==> src/rtl/uart_regs_mc.sv <==
// uart_regs_mc: banked UART-side register bank for N_CH ECG channels with per-channel RR FIFOs.
// Optional feature macro UART_REGS_MC_RST_PULSE_EN: CR.rst becomes a self-clearing RST_CYCLES pulse.

module uart_regs_mc #(
    parameter int DATA_W     = 11,
    parameter int N_CH       = 2,
    parameter int RR_DEPTH   = 4,
    parameter int RST_CYCLES = 4
) (
    input  logic                   i_clk,
    input  logic                   i_rst_n,
    input  logic [3:0]             i_rwaddr,
    input  logic [7:0]             i_write_data,
    input  logic                   i_wr_req,
    input  logic                   i_rd_req,
    output logic [7:0]             o_read_data,
    input  logic [N_CH*DATA_W-1:0] i_rr_period,
    input  logic [N_CH-1:0]        i_rr_vld,
    input  logic [N_CH-1:0]        i_mas_valid,
    input  logic [N_CH-1:0]        i_mal_valid,
    input  logic [N_CH-1:0]        i_th_inited,
    input  logic [N_CH-1:0]        i_alg_active,
    input  logic                   i_tx_fifo_e,
    input  logic                   i_tx_fifo_f,
    input  logic                   i_rx_fifo_e,
    input  logic                   i_rx_fifo_f,
    output logic [DATA_W-1:0]      o_ecg_value,
    output logic [N_CH-1:0]        o_ecg_value_vld,
    output logic [N_CH-1:0]        o_alg_rst,
    output logic [N_CH-1:0]        o_alg_en,
    output logic [N_CH-1:0]        o_src_sel
);

    localparam int CH_W  = (N_CH > 1) ? $clog2(N_CH) : 1;
    localparam int AW    = $clog2(RR_DEPTH);
    localparam int PTR_W = AW + 1;

    localparam logic [3:0] A_CR = 4'd0, A_SR = 4'd1, A_CHSEL = 4'd2, A_DINL = 4'd3, A_DINH = 4'd4,
                           A_DOUTL = 4'd5, A_DOUTH = 4'd6, A_GSR = 4'd7, A_ESR = 4'd8, A_RRCNT = 4'd9;

    if (DATA_W < 9 || DATA_W > 16) begin : g_bad_data_w
        $error("uart_regs_mc: DATA_W must be 9..16");
    end
    if (N_CH < 1 || N_CH > 8) begin : g_bad_n_ch
        $error("uart_regs_mc: N_CH must be 1..8");
    end
    if (RR_DEPTH < 2 || (RR_DEPTH & (RR_DEPTH - 1)) != 0) begin : g_bad_depth
        $error("uart_regs_mc: RR_DEPTH must be a power of two >= 2");
    end
    if (RST_CYCLES < 1) begin : g_bad_rst_cycles
        $error("uart_regs_mc: RST_CYCLES must be >= 1");
    end

    logic [CH_W-1:0]             chsel;
    logic [7:0]                  dinl, shadow, rd_mux;
    logic                        armed;
    logic [N_CH-1:0]             cr_rst, cr_en, cr_src, esr_ovf, esr_udf;
    logic [N_CH-1:0][5:0]        sr_q;
    logic [N_CH-1:0][PTR_W-1:0]  wr_ptr, rd_ptr, occ;
    logic [DATA_W-1:0]           mem [N_CH][RR_DEPTH];
    logic [N_CH-1:0]             empty, full, sel_oh, pop, push_ok, push_drop;
    logic [DATA_W-1:0]           sel_head;
    logic [PTR_W-1:0]            sel_occ;
    logic                        sel_empty;
    logic [2:0]                  sel_cr;
    logic [5:0]                  sel_sr;
    logic [1:0]                  sel_esr;

`ifdef UART_REGS_MC_RST_PULSE_EN
    localparam int CNT_W = (RST_CYCLES > 1) ? $clog2(RST_CYCLES) : 1;
    logic [N_CH-1:0][CNT_W-1:0]  rst_cnt;
`endif

    logic rd_doutl, rd_douth, rd_esr, wr_cr, wr_chsel, wr_dinl, wr_dinh;
    assign rd_doutl = i_rd_req && (i_rwaddr == A_DOUTL);
    assign rd_douth = i_rd_req && (i_rwaddr == A_DOUTH);
    assign rd_esr   = i_rd_req && (i_rwaddr == A_ESR);
    assign wr_cr    = i_wr_req && (i_rwaddr == A_CR);
    assign wr_chsel = i_wr_req && (i_rwaddr == A_CHSEL);
    assign wr_dinl  = i_wr_req && (i_rwaddr == A_DINL);
    assign wr_dinh  = i_wr_req && (i_rwaddr == A_DINH);

    // NOTE: every signal gets a default before the loop so no path leaves it unassigned (no latches).
    always_comb begin
        occ = '0; empty = '0; full = '0; sel_oh = '0; pop = '0; push_ok = '0; push_drop = '0;
        sel_head = '0; sel_occ = '0; sel_empty = 1'b1; sel_cr = '0; sel_sr = '0; sel_esr = '0;
        for (int c = 0; c < N_CH; c++) begin
            occ[c]       = wr_ptr[c] - rd_ptr[c];
            empty[c]     = (occ[c] == '0);
            full[c]      = (occ[c] == PTR_W'(RR_DEPTH));
            sel_oh[c]    = (chsel == CH_W'(c));
            // Armed implies the selected FIFO was non-empty at DOUTL time, so a pop never underflows.
            pop[c]       = rd_douth && armed && sel_oh[c];
            push_ok[c]   = i_rr_vld[c] && (!full[c] || pop[c]);
            push_drop[c] = i_rr_vld[c] && full[c] && !pop[c];
            if (sel_oh[c]) begin
                sel_head  = mem[c][rd_ptr[c][AW-1:0]];
                sel_occ   = occ[c];
                sel_empty = empty[c];
                sel_cr    = {cr_src[c], cr_en[c], cr_rst[c]};
                sel_sr    = sr_q[c];
                sel_esr   = {esr_udf[c], esr_ovf[c]};
            end
        end
    end

    always_comb begin
        rd_mux = 8'h00;
        case (i_rwaddr)
            A_CR:    rd_mux = {5'b0, sel_cr};
            A_SR:    rd_mux = {2'b0, sel_sr};
            A_CHSEL: rd_mux = 8'(chsel);
            A_DOUTL: rd_mux = sel_empty ? 8'h00 : sel_head[7:0];
            A_DOUTH: rd_mux = shadow;
            A_GSR:   rd_mux = {4'b0, i_rx_fifo_f, i_rx_fifo_e, i_tx_fifo_f, i_tx_fifo_e};
            A_ESR:   rd_mux = {6'b0, sel_esr};
            A_RRCNT: rd_mux = 8'(sel_occ);
            default: rd_mux = 8'h00;
        endcase
    end

    // NOTE: FIFO storage has no reset; the pointers alone define what is valid.
    always_ff @(posedge i_clk) begin
        for (int c = 0; c < N_CH; c++) begin
            if (push_ok[c]) mem[c][wr_ptr[c][AW-1:0]] <= i_rr_period[c*DATA_W +: DATA_W];
        end
    end

    // NOTE: state uses non-blocking assignments so every read in this block sees pre-edge values.
    always_ff @(posedge i_clk or negedge i_rst_n) begin
        if (!i_rst_n) begin
            o_read_data     <= '0;
            o_ecg_value     <= '0;
            o_ecg_value_vld <= '0;
            chsel           <= '0;
            dinl            <= '0;
            shadow          <= '0;
            armed           <= 1'b0;
            cr_rst          <= '0;
            cr_en           <= '0;
            cr_src          <= '0;
            esr_ovf         <= '0;
            esr_udf         <= '0;
            wr_ptr          <= '0;
            rd_ptr          <= '0;
            for (int c = 0; c < N_CH; c++) sr_q[c] <= 6'h10;
`ifdef UART_REGS_MC_RST_PULSE_EN
            rst_cnt         <= '0;
`endif
        end else begin
            if (i_rd_req) o_read_data <= rd_mux;
            o_ecg_value_vld <= '0;

            for (int c = 0; c < N_CH; c++) begin
                sr_q[c] <= {full[c], empty[c], i_alg_active[c], i_th_inited[c], i_mal_valid[c], i_mas_valid[c]};
                if (push_ok[c]) wr_ptr[c] <= wr_ptr[c] + PTR_W'(1);
                if (pop[c])     rd_ptr[c] <= rd_ptr[c] + PTR_W'(1);

                // Error flags: a set in the same cycle as a read-to-clear wins.
                if (push_drop[c])                          esr_ovf[c] <= 1'b1;
                else if (rd_esr && sel_oh[c])              esr_ovf[c] <= 1'b0;
                if (rd_doutl && sel_oh[c] && empty[c])     esr_udf[c] <= 1'b1;
                else if (rd_esr && sel_oh[c])              esr_udf[c] <= 1'b0;

                if (wr_cr && sel_oh[c]) begin
                    cr_rst[c] <= i_write_data[0];
                    cr_en[c]  <= i_write_data[1];
                    cr_src[c] <= i_write_data[2];
`ifdef UART_REGS_MC_RST_PULSE_EN
                    rst_cnt[c] <= i_write_data[0] ? CNT_W'(RST_CYCLES - 1) : '0;
                end else if (cr_rst[c]) begin
                    if (rst_cnt[c] == '0) cr_rst[c] <= 1'b0;
                    else                  rst_cnt[c] <= rst_cnt[c] - CNT_W'(1);
`endif
                end
            end

            if (rd_doutl) begin
                shadow <= sel_empty ? 8'h00 : 8'(sel_head >> 8);
                armed  <= !sel_empty;
            end else if (rd_douth) begin
                armed  <= 1'b0;
            end

            // Any CHSEL write abandons a half-read, even when the value itself is rejected.
            if (wr_chsel) begin
                if (i_write_data < 8'(N_CH)) chsel <= CH_W'(i_write_data);
                armed <= 1'b0;
            end

            if (wr_dinl) dinl <= i_write_data;
            if (wr_dinh) begin
                o_ecg_value     <= {i_write_data[DATA_W-9:0], dinl};
                o_ecg_value_vld <= sel_oh;
            end
        end
    end

    assign o_alg_rst = cr_rst;
    assign o_alg_en  = cr_en;
    assign o_src_sel = cr_src;

endmodule

==> config.mk <==
export PLATFORM = sky130hd
export DESIGN_NAME = uart_regs_mc
export DESIGN_NICKNAME = d
export VERILOG_FILES = /design/src/rtl/uart_regs_mc.sv
export SDC_FILE = /design/constraint.sdc
export NUM_CORES = 1
export LEC_CHECK = 0
export BUFFER_PORTS_ARGS = -buffer_cell sky130_fd_sc_hd__buf_2
export CORE_MARGIN = 2
export CORE_UTILIZATION = 62
export CTS_CLUSTER_SIZE = 30
export DETAILED_ROUTE_END_ITERATION = 7
export PLACE_DENSITY = 0.93
export SETUP_SLACK_MARGIN = 0.15
export SLEW_MARGIN = 20
export SYNTH_ARGS = -nofsm -noshare
export SYNTH_HDL_FRONTEND = slang
export SYNTH_SLANG_ARGS = --single-unit
==> constraint.sdc <==
create_clock -name i_clk -period 4.4 [get_ports i_clk]
set_input_delay 0.88 -clock i_clk [delete_from_list [all_inputs] [get_ports i_clk]]
set_output_delay 0.88 -clock i_clk [all_outputs]
set_load 0.005 [all_outputs]
---- Word level (Yosys, flattened, before mapping) ----
Memory sizes are Yosys's and may differ from the RTL's.
Index checks and enable logic that the tools add are counted.
word-level totals
  RAM bits ................................ 88
  memories ................................ 1
  output and inout bits ................... 27
  register bits ........................... 73
  logic and storage cells ................. 128
  bits of input ports ..................... 52
memories
  name  words  width  read ports  clocked after memory_dff  write ports  RTL line  source
  mem   2      44     2           0                         2            60        logic [DATA_W-1:0] mem [N_CH][RR_DEPTH];
operators by class
  order comparisons ....................... 7
  reduce and logical (&&, ||, !) cells .... 42
  mux-type cells .......................... 33
  $add $sub $neg .......................... 6
  bitwise operators ....................... 5
  equal/unequal tests ..................... 11
operators with widths
  cell                                                         count
  two-way mux 44 bit                                           2
  two-way mux 11 bit                                           7
  one-hot mux 8 bit (8 select lines)                           1
  binary-select mux 11 bit (select 2 bit)                      2
  demux 11 bit (select 2 bit)                                  2
  logical AND 1 bit                                            26
  == test 4 x 3 -> 1 bit (second input constant)               4
  adder 3 x 1 -> 3 bit (second input constant)                 4
  >= comparator 3 bit (second input constant)                  4
  two-way mux 1 bit                                            12
  NOT 2 -> 3 bit                                               4
  two-way mux 3 bit                                            3
  == test 4 x 2 -> 1 bit (second input constant)               2
  == test 4 bit (second input constant)                        2
  less-than comparator 8 x 2 -> 1 bit (second input constant)  1
  two-way mux 8 bit                                            1
  nonzero test 2 bit                                           4
  == test 3 bit (second input constant)                        2
  zero test 3 bit                                              2
  less-than comparator 3 x 1 -> 1 bit (second input constant)  2
  two-way mux 6 bit                                            1
  subtractor 3 bit                                             2
  zero test 1 bit                                              5
  == test 4 x 1 -> 1 bit (second input constant)               1
  other kinds (6)                                              8

---- Logic depth before layout (Yosys ltp) ----
  word-level depth ........................ 8
  depth in mapped cells ................... 9
  gate-level depth less buffers ........... 9

---- Least setup slack after synthesis ----
OpenSTA, ideal clock, no wires.
  path kind ............................... register -> register
  start ................................... register rd_ptr[4] in the netlist's numbering
  end ..................................... memory mem[0][44] in the netlist's numbering (enable)
  path slack .............................. 1.756 ns
  buffers on the path ..................... 1
  cell stages (with the launch flop) ...... 7
  data arrival time ....................... 2.263 ns
  library setup time ...................... 0.382 ns
  period minus slack after synthesis ...... 2.644 ns
  data required time ...................... 4.018 ns
  cell sequence ........................... dfrtp_1 buf_1 inv_1 fa_1 xnor3_2 nor2b_4 a211oi_2
RTL lines
  what                               RTL line  source
  from (decl)                        59        logic [N_CH-1:0][PTR_W-1:0] wr_ptr, rd_ptr, occ;
  from (signal, indexed assignment)  157       if (pop[c]) rd_ptr[c] <= rd_ptr[c] + PTR_W'(1);
  to (decl)                          60

==> metrics list <==
- Part of the power in the clock network: 33.3%
* Critical Setup Path Class: flip-flop to flip-flop
- The initial antenna violation count was 0.
- Of the total power, the share spent switching nets is 27.9%.
- For the worst setup path, the data arrival time is 3.01 ns.
- Measured along the y axis, the die boundary spans 108 um.
* Pins Over Slew Limit: 0
- Of the available clock period, the critical path in the final layout requires 64.7%.
- The final layout contains 555 nets.
* Max capacitance violation total: 0
- Routability-driven placement finished with a final weighted congestion of 0.952.
* Pwr Density: 565 nW/um2
* Clk root buf: clkbuf_8
* Startpoint of the worst hold path: i_alg_active[1]
- The routed layout has 3878 vias.
- After routing the design area is 7790 um2.
- Clock-pin slew was measured on the worst setup and hold paths at 0.06 ns.
- For this block, the initial DRC count from the detailed router was 336.
* Outcome: complete, no violations
- Post-CTS timing repair inserted 0 buffers for setup.
- Fill cell total of the finished layout: 581
- Most area-consuming cells after synthesis: edfxtp_1 (39%), dfrtp_1 (25%), mux4_2 (8.4%), mux2_2 (5.5%), ha_1 (2.2%)
- Subtracting the final worst setup slack from the clock period gives 2.85 ns.
- Num ports: 79
* RSZ-0062 raised after global routing: false
- Share of synthesized area occupied by flip-flops and latches: 64.9%
- In this run the tool buffered the top-level ports with 78 buffer cells.
- Detailed placement finished with a half-perimeter wire length of 9450 um.
- Among all flip-flop cells after synthesis, the most frequent one is edfxtp_1.
- Horizontal die dimension: 108 um
* Share of total power in combinational logic: 20.9%
- The number of antenna diodes in the final layout is 0.
* Cell Int Power: 3180 uW
- Mapped cell area: 6700 um2
* Critical Path Start Type: flip-flop
* Proportion of power drawn by flip-flops and latches: 45.8%
- In this run the cell area measured after placement is 7190 um2.
- The tightest min-delay check is of the input pin to flip-flop type.
* Least-Margin Pin Slew: 0.931 ns
* Synth Warn #: 0
- EDFF count, synth: 88
- Mapped Avg Cell Area: 16.6 um2
* Source-to-sink clock delay at the later pin of the worst-skew pair: 0.53 ns
- For this run, the share of the core covered by cells in the final layout is 74.8%.
- Data required time at the worst endpoint: 4.57 ns
- Count of cell types in the netlist: 66
- Fraction of final layout cells with drive strength greater than 1: 37.5%
* DRC errors left: 0
- For the final database, setup skew stands at 0.00664 ns.
* Number of endpoints with negative hold slack in the final report: 0
- Post-detailed-route wirelength per cell: 21.5 um
- The design draws 4400 uW.
- Summed over all layers, the global routing overflow is 0.
- For this run, the detailed router's first-pass iteration total came to 5.
- Maximum level of the CTS H-tree: 4
- Max FO, Critical Path: 13
- The worst setup path is captured at a flip-flop.
* Leakage power: 0.00314 uW
- In this run the remaining antenna-violating nets after routing total 0.
- The die covers 11700 um2.
- For this block, the routed nets add up to 13700 um of wire.
- Counting the buffers created by CTS gives 17.
* Initial core utilization: 64.3%
* Maximum number of pins on one net before global-route repair: 44
- The area growth from synthesis to layout is 16.4%.
- Global-route wire length before repair: 21500 um
* Cell type with the largest total area after synthesis: edfxtp_1
* Number of standard cells after synthesis: 404
- Once the clock tree was built, the resizer swapped 0 gates to a different size.
- In this run the tightest slew margin relative to its limit is 37.9%.
- The worst register-to-register path begins at rd_ptr[1]$_DFFE_PN0P_.
* Vias per cell: 6.08
- Net count after synthesis: 470
- Setup Viol. Count Final: 0
- The floorplan has 37 rows.
- For this run, the total global-route usage over all layers was measured as 25.3%.
* Count of clock tree sinks: 156
* Highest Clock Rate: 351 MHz
- Number of register bits inferred by synthesis: 156
- The via count of the first global-routing pass is 3995.
- Net switching power: 1230 uW
- The top cell type by area accounts for 39.5% of the synthesized area.
- Counting flops with an async set or reset pin after synthesis yields a share of 43.6%.
* TritonCTS clock tree: yes
- In this run the standard cell core region covers 10400 um2.
- The most critical setup path has its startpoint at rd_ptr[1]$_DFFE_PN0P_.
- Hold-fix buffers, CTS: 0
- Maximum number of buffers from clock root to sink: 2
* IR drop worst, VDD: 517 uV
- After routing, the total negative slack on setup checks comes to 0 ns.
==> sequential cells by signal, indices dropped and copies added, names as in the netlist, 3 cells and up <==
register / count
rd_ptr: 6
dinl: 8
o_read_data: 8
shadow: 3
mem: 88
wr_ptr: 6
sr_q: 12
o_ecg_value: 11
==> cells in the mapped netlist (3+ instances only) <==
| master | instances |
|---|---|
| nor3_1 | 3 |
| o211ai_1 | 3 |
| o31ai_1 | 3 |
| mux2i_1 | 12 |
| nor2b_1 | 5 |
| nand3_1 | 8 |
| buf_1 | 3 |
| buf_6 | 5 |
| and2_1 | 6 |
| o21ai_1 | 3 |
| dfrtp_1 | 66 |
| buf_2 | 6 |
| mux2_2 | 33 |
| inv_1 | 20 |
| o32a_1 | 3 |
| xnor2_1 | 6 |
| nand2_1 | 12 |
| nor2_1 | 8 |
| a21oi_1 | 5 |
| mux4_2 | 25 |
| nand2b_1 | 5 |
| clkbuf_1 | 3 |
| ha_1 | 12 |
| o21ai_0 | 9 |
| a32oi_1 | 4 |
| edfxtp_1 | 88 |
| o221ai_1 | 3 |
==> layout make-up <==
type | count | area, um2 | area share (%)
inverters | 21 | 78.8 | 1.01
repair buffers | 83 | 428 | 5.49
multi-input cells | 210 | 2170 | 27.9
well taps | 136 | 170 | 2.18
flip-flops and latches | 156 | 4350 | 55.8
clock buffers | 18 | 418 | 5.36
clock inverters | 14 | 181 | 2.33
==> final timing paths <==
| check | to | cells after the start | slack [ns] |
|---|---|---|---|
| max in group asynchronous | sr_q[4]$_DFF_PN1_ | 2 | 2.99 |
| max reg2reg | mem[0][42]$_DFFE_PP_ | 6 | 1.55 |
| min in group asynchronous | o_alg_en[0]$_DFFE_PN0P_ | 1 | 0.49 |
| max | mem[0][42]$_DFFE_PP_ | 6 | 1.55 |
| min reg2reg | rd_ptr[5]$_DFFE_PN0P_ | 1 | 0.49 |
| min | sr_q[9]$_DFF_PN0_ | 1 | 0.45 |
==> critical path: stages (launching register included) <==
cell and delay, ns:
dfrtp_1 0.73, inv_1 0.17, fa_1 0.48, xnor3_2 0.29, nand2_1 0.15, o21a_4 0.18, and2_1 0.48
==> placed cells by master, fill, tap and decap left out, types with 3 or more instances in the layout <==
cell type    n
o31ai_1      3
ha_1        12
clkbuf_16   16
mux4_2      25
nor2b_1      5
bufinv_16    3
o32a_1       3
nand2_1     12
a32oi_1      4
nor2_1       8
nor3_1       3
clkinvlp_4   3
nand2b_1     5
o221ai_1     3
mux2i_1     12
o21ai_1      3
xnor2_1      6
and2_1       6
inv_6        4
edfxtp_1    88
buf_2       78
nand3_1      8
o21ai_0      9
inv_1       20
o211ai_1     3
mux2_2      33
buf_4        5
dfrtp_1     66
a21oi_1      5
==> per-layer routing <==
metal	routed length, um	up-vias	GRT usage (%)	part of all wire [%]
met4	284	0	8.61	2.1
met2	6730	195	40.7	49
met1	5690	1945	34.0	41
li1	-	1709	-	-
met5	0	-	0	0
met3	1030	29	6.69	7.5
==> through the flow <==
step / std cells / hold WS, ns / setup WS (ns)
6_report: 638 / 0.452 / 1.55
5_1_grt: 638 / 0.431 / 1.40
4_1_cts: 638 / 0.440 / 1.36
3_5_place_dp: 606 / 0.468 / 1.34
3_3_place_gp: 606 / 0.475 / 1.49
2_1_floorplan: 404 / 0.447 / 1.76
==> cell families (layout without fill, tap and decap cells) <==
family / after synthesis / in the layout / synth area share (%)
DFF: 156 / 156 / 64.9
muxes: 71 / 71 / 16.0
and+or+nand+nor: 67 / 67 / 6.05
AOI/OAI and AO/OA: 47 / 47 / 5.32
buffers and inverters: 38 / 136 / 2.80
adders and majority gates: 14 / 14 / 2.84
xor gates and xnor gates: 11 / 11 / 2.11
==> power by group through the flow <==
stage	Combinational, uW	Sequential (uW)	Clock (uW)
3_3_place_gp	867	2020	0
4_1_cts	922	2020	1480
5_1_grt	1010	2040	1550
6_report	919	2020	1470
3_5_place_dp	906	2040	0
2_1_floorplan	643	1990	0
Power figures use the tool's default switching activity.
